===== src/rtl/seq_detect_ctrl.sv =====
// rtl/seq_detect_ctrl.sv - serial bit-pattern detector fed by a byte handshake
// Bytes are serialised MSB first into a history register and compared against a latched pattern.
module seq_detect_ctrl (
   input  logic       clk,
   input  logic       reset,
   input  logic       start,
   input  logic       stop,
   input  logic [7:0] cfg_pattern,
   input  logic [2:0] cfg_len,
   input  logic       cfg_overlap,
   input  logic [7:0] cfg_limit,
   input  logic       byte_valid,
   input  logic [7:0] byte_data,
   output logic       byte_ready,
   output logic       match_pulse,
   output logic [7:0] match_count,
   output logic       busy,
   output logic       done
);

   localparam logic [1:0] IDLE      = 2'd0;
   localparam logic [1:0] WAIT_BYTE = 2'd1;
   localparam logic [1:0] SHIFT     = 2'd2;
   localparam logic [1:0] DONE      = 2'd3;

   logic [1:0] state_q,   state_d;
   logic [7:0] pattern_q, pattern_d;
   logic [2:0] len_q,     len_d;
   logic       overlap_q, overlap_d;
   logic [7:0] limit_q,   limit_d;
   logic [7:0] byte_q,    byte_d;
   logic [2:0] idx_q,     idx_d;
   logic [7:0] hist_q,    hist_d;
   logic [3:0] fill_q,    fill_d;
   logic [7:0] count_q,   count_d;
   logic       match_q,   match_d;

   logic [7:0] hist_shift;
   logic [7:0] mask;
   logic [3:0] fill_inc;
   logic       hit;

   // Match is judged on the history and fill count as they will be after this bit.
   always_comb begin
      hist_shift = {hist_q[6:0], byte_q[idx_q]};
      fill_inc   = (fill_q == 4'd8) ? 4'd8 : fill_q + 4'd1;
      mask       = 8'hFF >> (3'd7 - len_q);
      hit        = (fill_inc >= ({1'b0, len_q} + 4'd1)) &&
                   ((hist_shift & mask) == (pattern_q & mask));
   end

   always_comb begin
      state_d   = state_q;
      pattern_d = pattern_q;
      len_d     = len_q;
      overlap_d = overlap_q;
      limit_d   = limit_q;
      byte_d    = byte_q;
      idx_d     = idx_q;
      hist_d    = hist_q;
      fill_d    = fill_q;
      count_d   = count_q;
      match_d   = 1'b0;
      case (state_q)
         IDLE: begin
            if (start && !stop) begin
               pattern_d = cfg_pattern;
               len_d     = cfg_len;
               overlap_d = cfg_overlap;
               limit_d   = cfg_limit;
               count_d   = 8'd0;
               hist_d    = 8'd0;
               fill_d    = 4'd0;
               state_d   = WAIT_BYTE;
            end
         end
         WAIT_BYTE: begin
            if (stop) begin
               state_d = IDLE;
            end else if (byte_valid) begin
               byte_d  = byte_data;
               idx_d   = 3'd7;
               state_d = SHIFT;
            end
         end
         SHIFT: begin
            if (stop) begin
               state_d = IDLE;
            end else begin
               hist_d = hist_shift;
               fill_d = fill_inc;
               idx_d  = idx_q - 3'd1;
               if (hit) begin
                  match_d = 1'b1;
                  if (count_q != 8'hFF) begin
                     count_d = count_q + 8'd1;
                  end
                  if (!overlap_q) begin
                     fill_d = 4'd0;
                  end
               end
               // Reaching the limit drops whatever bits remain in the current byte.
               if (hit && (limit_q != 8'd0) && (count_d == limit_q)) begin
                  state_d = DONE;
               end else if (idx_q == 3'd0) begin
                  state_d = WAIT_BYTE;
               end
            end
         end
         DONE: begin
            state_d = IDLE;
         end
         default: begin
            state_d = IDLE;
         end
      endcase
   end

   always_ff @(posedge clk) begin
      if (!reset) begin
         state_q   <= IDLE;
         pattern_q <= 8'd0;
         len_q     <= 3'd0;
         overlap_q <= 1'b0;
         limit_q   <= 8'd0;
         byte_q    <= 8'd0;
         idx_q     <= 3'd0;
         hist_q    <= 8'd0;
         fill_q    <= 4'd0;
         count_q   <= 8'd0;
         match_q   <= 1'b0;
      end else begin
         state_q   <= state_d;
         pattern_q <= pattern_d;
         len_q     <= len_d;
         overlap_q <= overlap_d;
         limit_q   <= limit_d;
         byte_q    <= byte_d;
         idx_q     <= idx_d;
         hist_q    <= hist_d;
         fill_q    <= fill_d;
         count_q   <= count_d;
         match_q   <= match_d;
      end
   end

   assign byte_ready  = (state_q == WAIT_BYTE);
   assign busy        = (state_q != IDLE);
   assign done        = (state_q == DONE);
   assign match_pulse = match_q;
   assign match_count = count_q;

endmodule


===== config.mk =====
export PLATFORM = sky130hd
export DESIGN_NAME = seq_detect_ctrl
export DESIGN_NICKNAME = d
export VERILOG_FILES = /design/src/rtl/seq_detect_ctrl.sv
export SDC_FILE = /design/constraint.sdc
export NUM_CORES = 1
export LEC_CHECK = 0
export BUFFER_PORTS_ARGS = -buffer_cell sky130_fd_sc_hd__buf_2
export CORE_UTILIZATION = 61
export DETAILED_ROUTE_END_ITERATION = 12
export PLACE_DENSITY = 0.81
export SLEW_MARGIN = 20
export SYNTH_ARGS = -nofsm -noshare
export SYNTH_HDL_FRONTEND = slang
export SYNTH_SLANG_ARGS = --single-unit

===== constraint.sdc =====
create_clock -name clk -period 7.93 [get_ports clk]
set_input_delay 1.1895 -clock clk [delete_from_list [all_inputs] [get_ports clk]]
set_output_delay 1.1895 -clock clk [all_outputs]
set_load 0.01 [all_outputs]

==> reports/qor.yml, run 1 <==
clocking:
  cts_buffers: 5
  cts_tree: "built"
  cts_resized: 0
  cts-root-buf: "clkbuf_8"
  ctsHtreeMaxLevel: 2
  cts_buffer_depth: 2
  clk_latency_ns: 0.30
  ctsHoldBuffers: 0
  cts_setup_buffers: 0
  clkTransAtPathRegs_ns: 0.10
  clock_sinks: 53
global_route:
  track_usage_pct: 27.2
  overflow: 0
  grt_pass1_wl_um: 10900
  grt_pass1_vias: 2424
  antenna_found_initial: 0
  grt_max_degree: 36
power:
  cellLeakagePower_uw: 0.00123
  peakVddDrop_v: 0.000137
  powerDensity_mw_per_mm2: 170
logic_synthesis:
  syn_inst: 355
  syn_nets: 401
  synth_top_cell_area_share_pct: 37.3
  synth_flop_cell: "dfxtp_1"
  synth.distinct_cells: 51
  async_flop_share_pct: 0
  yosys_warnings: 0
  seq_area_frac_synth_pct: 37.3
  ys_seq_elements: 53
  avgSynthCellArea_um2: 8.00
  synth.area.top_cells: "dfxtp_1 37%, nand2_1 10%, a21oi_1 7.2%"
  yosysTopAreaCell: "dfxtp_1"
  synth-edff-count: 0
  netlist_area_mm2: 0.00284
die:
  die_h_um: 70.3
  rows: 24
  initial_core_util_pct: 64.4
  die_area_mm2: 0.00494
  die_w_um: 70.3
  coreArea_mm2: 0.00441
  io_pins: 45
finish:
  areaGrowthSynthToFinish_pct: 12.7
  final_common_cell: "nand2_1"
  drive_above_1_share_pct: 16.1
  diodes: 0
  fin_nets: 437
  layout_common_cells: "78 x nand2_1, 53 x dfxtp_1, 44 x buf_2"
place:
  globalplace.congestion: 0.989
  dp_hpwl_um: 4740
  dp_slack_ns: 4.48
  portBuffers: 44
run_status:
  status: "completed"
timing:
  grt_setup_unrepaired: "no"
  layout_setup_ws_ns: 4.74
  drv_slew: 0
  max_freq_mhz: 314
  final.min_clock_period_ns: 3.19
  tns_ns: 0
  slew_headroom_pct: 39.1
  finalSetupViolCount: 0
  finalCritPeriodShare_pct: 40.2
  worst_slew_pin_slew_ns: 0.910
  skew_ns: 0.00930
  hold_violations: 0
critical_path:
  criticalPathCategory: "reg2reg"
  end_kind: "flip-flop"
  reg2regPathDepth: 12
  cp-start-kind: "flip-flop"
  critPathMaxFanout: 10
  required_ns: 8.15
  worst_ep_arrival_time_ns: 3.41
job:
  maxCapViolCount: 0
routing:
  dr.first_iter.drc_count: 154
  wl_per_cell_um: 14.6
  firstDrtPassIters: 4
  drc_errors: 0
  routed_wl_um: 6490
  vias: 2614
  antenna_left: 0
  vias_per_cell: 5.89
worst_hold_path:
  hp-class: "reg2reg"
  hold_depth: 2
-- registers in the layout, summed over array words and instances (netlist names) --
name / cells
fill_q: 4
match_count: 8
len_q: 3
state_q: 2
idx_q: 3
byte_q: 8
hist_q: 7
pattern_q: 8
limit_q: 8
match_pulse: 1
overlap_q: 1
-- per-layer routing --
| metal | part of all wire [%] | up-vias | track usage [%] | wire length [µm] |
|---|---|---|---|---|
| met1 | 45 | 1207 | 37.3 | 2950 |
| li1 | - | 1317 | - | - |
| met4 | 0.88 | 0 | 6.00 | 57 |
| met5 | 0 | - | 0 | 0 |
| met3 | 5.4 | 7 | 4.04 | 350 |
| met2 | 48 | 83 | 45.2 | 3130 |
-- area by class of cell --
type / count / area, µm²
clock buffer: 6 / 82.6
clock inverter: 2 / 37.5
fill: 391 / 1210
inverter: 17 / 63.8
multi-input combinational: 270 / 1670
sequential: 53 / 1060
tap: 52 / 65.1
timing repair buffer: 44 / 220
-- cells by family (layout without fill, tap and decap cells) --
group / count (synthesis) / in the layout / synth area share [%]
buf+inv: 32 / 69 / 4.23
mux: 6 / 6 / 3.74
compound gates: 94 / 94 / 20.3
xor+xnor: 17 / 17 / 5.50
flops: 53 / 53 / 37.3
fa+ha+maj: 13 / 13 / 5.72
simple gates: 140 / 140 / 23.1
-- per-stage QoR --
stage	instances	util [%]	total power (µW)	cell area, µm²	hold WS, ns
after global placement	436	69.7	356	3080	0.441
after global routing	444	72.5	566	3200	0.489
final	444	72.5	544	3200	0.457
after floorplan	355	-	335	2840	0.431
after detailed placement	436	69.7	357	3080	0.446
after CTS	444	72.4	546	3200	0.461
-- worst max-delay path, stage by stage (launching register included) --
cell and delay (ns):
dfxtp_1 0.41, ha_1 0.19, inv_1 0.06, ha_1 0.30, inv_1 0.06, ha_1 0.27, o21ai_0 0.08, a21oi_1 0.41
nand4_4 0.26, or3_1 0.45, a22oi_1 0.18, o2111ai_1 0.19, a221oi_2 0.25
-- power breakdown --
part,internal (µW),total [µW],switching (µW),leakage (µW)
combinational,28.7,71.2,42.5,0.000739
sequential,273,282,8.07,0.000430
clock,103,191,88.6,0.0000574
-- cell usage after synthesis (all sizes together) (3+ instances only) --
master / number
nand3: 11
ha: 13
xor2: 7
and3: 3
nand2: 78
a31oi: 4
a22o: 7
clkbuf: 15
nand4: 4
dfxtp: 53
nor3: 4
o21ai: 19
a32oi: 3
xnor2: 10
mux2i: 3
a21oi: 41
nor2: 17
nand2b: 6
o22ai: 3
inv: 16
-- path summary, 6_finish.rpt --
kind / from / slack (ns) / to
max: len_q[1] / 4.74 / state_q[1]
min: byte_q[7] / 0.46 / byte_q[7]
max reg2reg: len_q[1] / 4.74 / state_q[1]
min reg2reg: byte_q[7] / 0.46 / byte_q[7]
Power figures use the tool's default switching activity.
==> run 2: changes to the inputs <==
CORE_UTILIZATION = 51   (was 61)
PLACE_DENSITY = 0.72   (was 0.81)
clock period = 2.9 ns   (was 7.93 ns; I/O delays follow)
==> reports/qor.yml, run 2 (synthesis gave the netlist of run 1 again) <==
finish:
  diodes: 0  # unchanged
  fin_nets: 449  # +2.7%
  final_common_cell: "nand2_1"
  areaGrowthSynthToFinish_pct: 18.1
  drive_above_1_share_pct: 22.3  # +6.3 points
  layout_common_cells: "76 x nand2_1, 49 x dfxtp_1, 44 x buf_2"
critical_path:
  required_ns: 3.13  # -5.02 ns
  end_kind: "flip-flop"
  criticalPathCategory: "reg2reg"
  cp-start-kind: "flip-flop"
  worst_ep_arrival_time_ns: 2.97  # -0.44 ns
  critPathMaxFanout: 8  # -2
job:
  maxCapViolCount: 0  # unchanged
power:
  peakVddDrop_v: 0.000200  # +46%
  powerDensity_mw_per_mm2: 426  # +150%
  cellLeakagePower_uw: 0.00130  # +6.4%
  fin_total_pwr_uw: 1430  # +160%
routing:
  routed_wl_um: 6770  # +4.3%
  drc_errors: 0  # unchanged
  vias_per_cell: 5.60  # -4.9%
  vias: 2648  # +1.3%
  wl_met1_um: 3230  # +9.7%
  dr.first_iter.drc_count: 169  # +9.7%
  antenna_left: 0  # unchanged
  wl_met3_um: 340  # -2.9%
  route.met2.wl_um: 3110  # -0.54%
  highest_layer: "met4"
  firstDrtPassIters: 4  # unchanged
  wl_per_cell_um: 14.3  # -2.1%
timing:
  worst_slew_pin_slew_ns: 0.598  # -0.311 ns
  skew_ns: 0.0127  # +0.00342 ns
  slew_headroom_pct: 59.9  # +21 points
  final.min_clock_period_ns: 2.73  # -0.454 ns
  max_freq_mhz: 366  # +17%
  drv_slew: 0  # unchanged
  hold_violations: 0  # unchanged
  finalCritPeriodShare_pct: 94.2  # +54 points
  hold_slack_ns: 0.348  # -0.110 ns
  finalSetupViolCount: 0  # unchanged
global_route:
  grt_pass1_wl_um: 11100  # +1.9%
  grt_max_degree: 35  # -2.8%
  overflow: 0  # unchanged
  track_usage_pct: 23.8  # -3.4 points
  grt_pass1_vias: 2422  # -0.083%
  antenna_found_initial: 0  # unchanged
clocking:
  ctsHoldBuffers: 0  # unchanged
  cts_buffers: 5  # unchanged
  clkTransAtPathRegs_ns: 0.10  # about the same
  cts-root-buf: "clkbuf_8"
  clk_latency_ns: 0.31  # about the same
  clock_sinks: 53  # unchanged
  cts_buffer_depth: 2  # unchanged
  cts_tree: "built"
  ctsHtreeMaxLevel: 2  # unchanged
die:
  io_pins: 45  # unchanged
  initial_core_util_pct: 54.3  # -10 points
  die_area_mm2: 0.00587  # +19%
  die_h_um: 76.6  # +9.1%
  die_w_um: 76.6  # +9.1%
  coreArea_mm2: 0.00524  # +19%
  rows: 26  # +8.3%
run_status:
  status: "completed"
place:
  portBuffers: 44  # unchanged
  dp_hpwl_um: 4840  # +2.0%
  globalplace.congestion: 0.901  # -8.8%
worst_hold_path:
  hp-class: "in2reg"
==> run 2: worst paths after layout <==
path	from	to	slack (ns)	cells past startpoint
setup / recovery	idx_q[0]	state_q[1]	0.17	8
hold / removal	cfg_len[1]	len_q[1]	0.35	3
setup reg to reg	idx_q[0]	state_q[1]	0.17	8
hold reg to reg	overlap_q	overlap_q	0.45	2
==> run 2: where the power goes <==
group,leakage (µW),total [µW],internal [µW],switching (µW)
logic,0.000830,228,100,128
registers,0.000431,769,748,20.5
clock network,0.0000433,431,189,241
==> run 2: area by class of cell <==
cell class,instances,area [µm²]
Clock buffer,6,82.6
Clock inverter,1,7.51
Fill cell,482,1880
Inverter,17,63.8
Multi-Input combinational cell,270,1740
Sequential cell,53,1070
Tap cell,70,87.6
Timing Repair Buffer,56,310
==> run 2: worst max-delay path, stage by stage, from the launching register on <==
cell       delay [ns]
dfxtp_1          0.44
mux4_1           0.62
mux2i_4          0.21
xor2_2           0.25
nand4_4          0.19
or4_4            0.50
nand2_2          0.09
o2111ai_2        0.11
a221oi_2         0.24
==> run 2: metal layers <==
metal	track usage, %	up-vias
li1	-	1342
met1	32.4	1224
met2	38.6	75
met3	2.99	7
met4	8.46	0
met5	0	-
==> run 2: repair_timing <==
item,CTS,global route
gates resized for setup,4,18
endpoints found under the setup margin,1,5
pin swaps,0,7
hold endpoints to repair,0,0
gates cloned,0,0
setup buffers,0,3
==> run 2: metrics by stage <==
step / TNS (ns) / setup WS (ns) / utilization [%] / cell area [µm²] / instances
floorplan: 0 / 0.248 / - / 2840 / 355
global placement: 0 / 0.0725 / 60.4 / 3170 / 463
detailed placement: -0.127 / -0.127 / 60.4 / 3170 / 463
CTS: 0 / 0.0812 / 62.5 / 3270 / 470
global route: -0.00874 / -0.00874 / 64.0 / 3350 / 473
finish: 0 / 0.167 / 64.0 / 3350 / 473
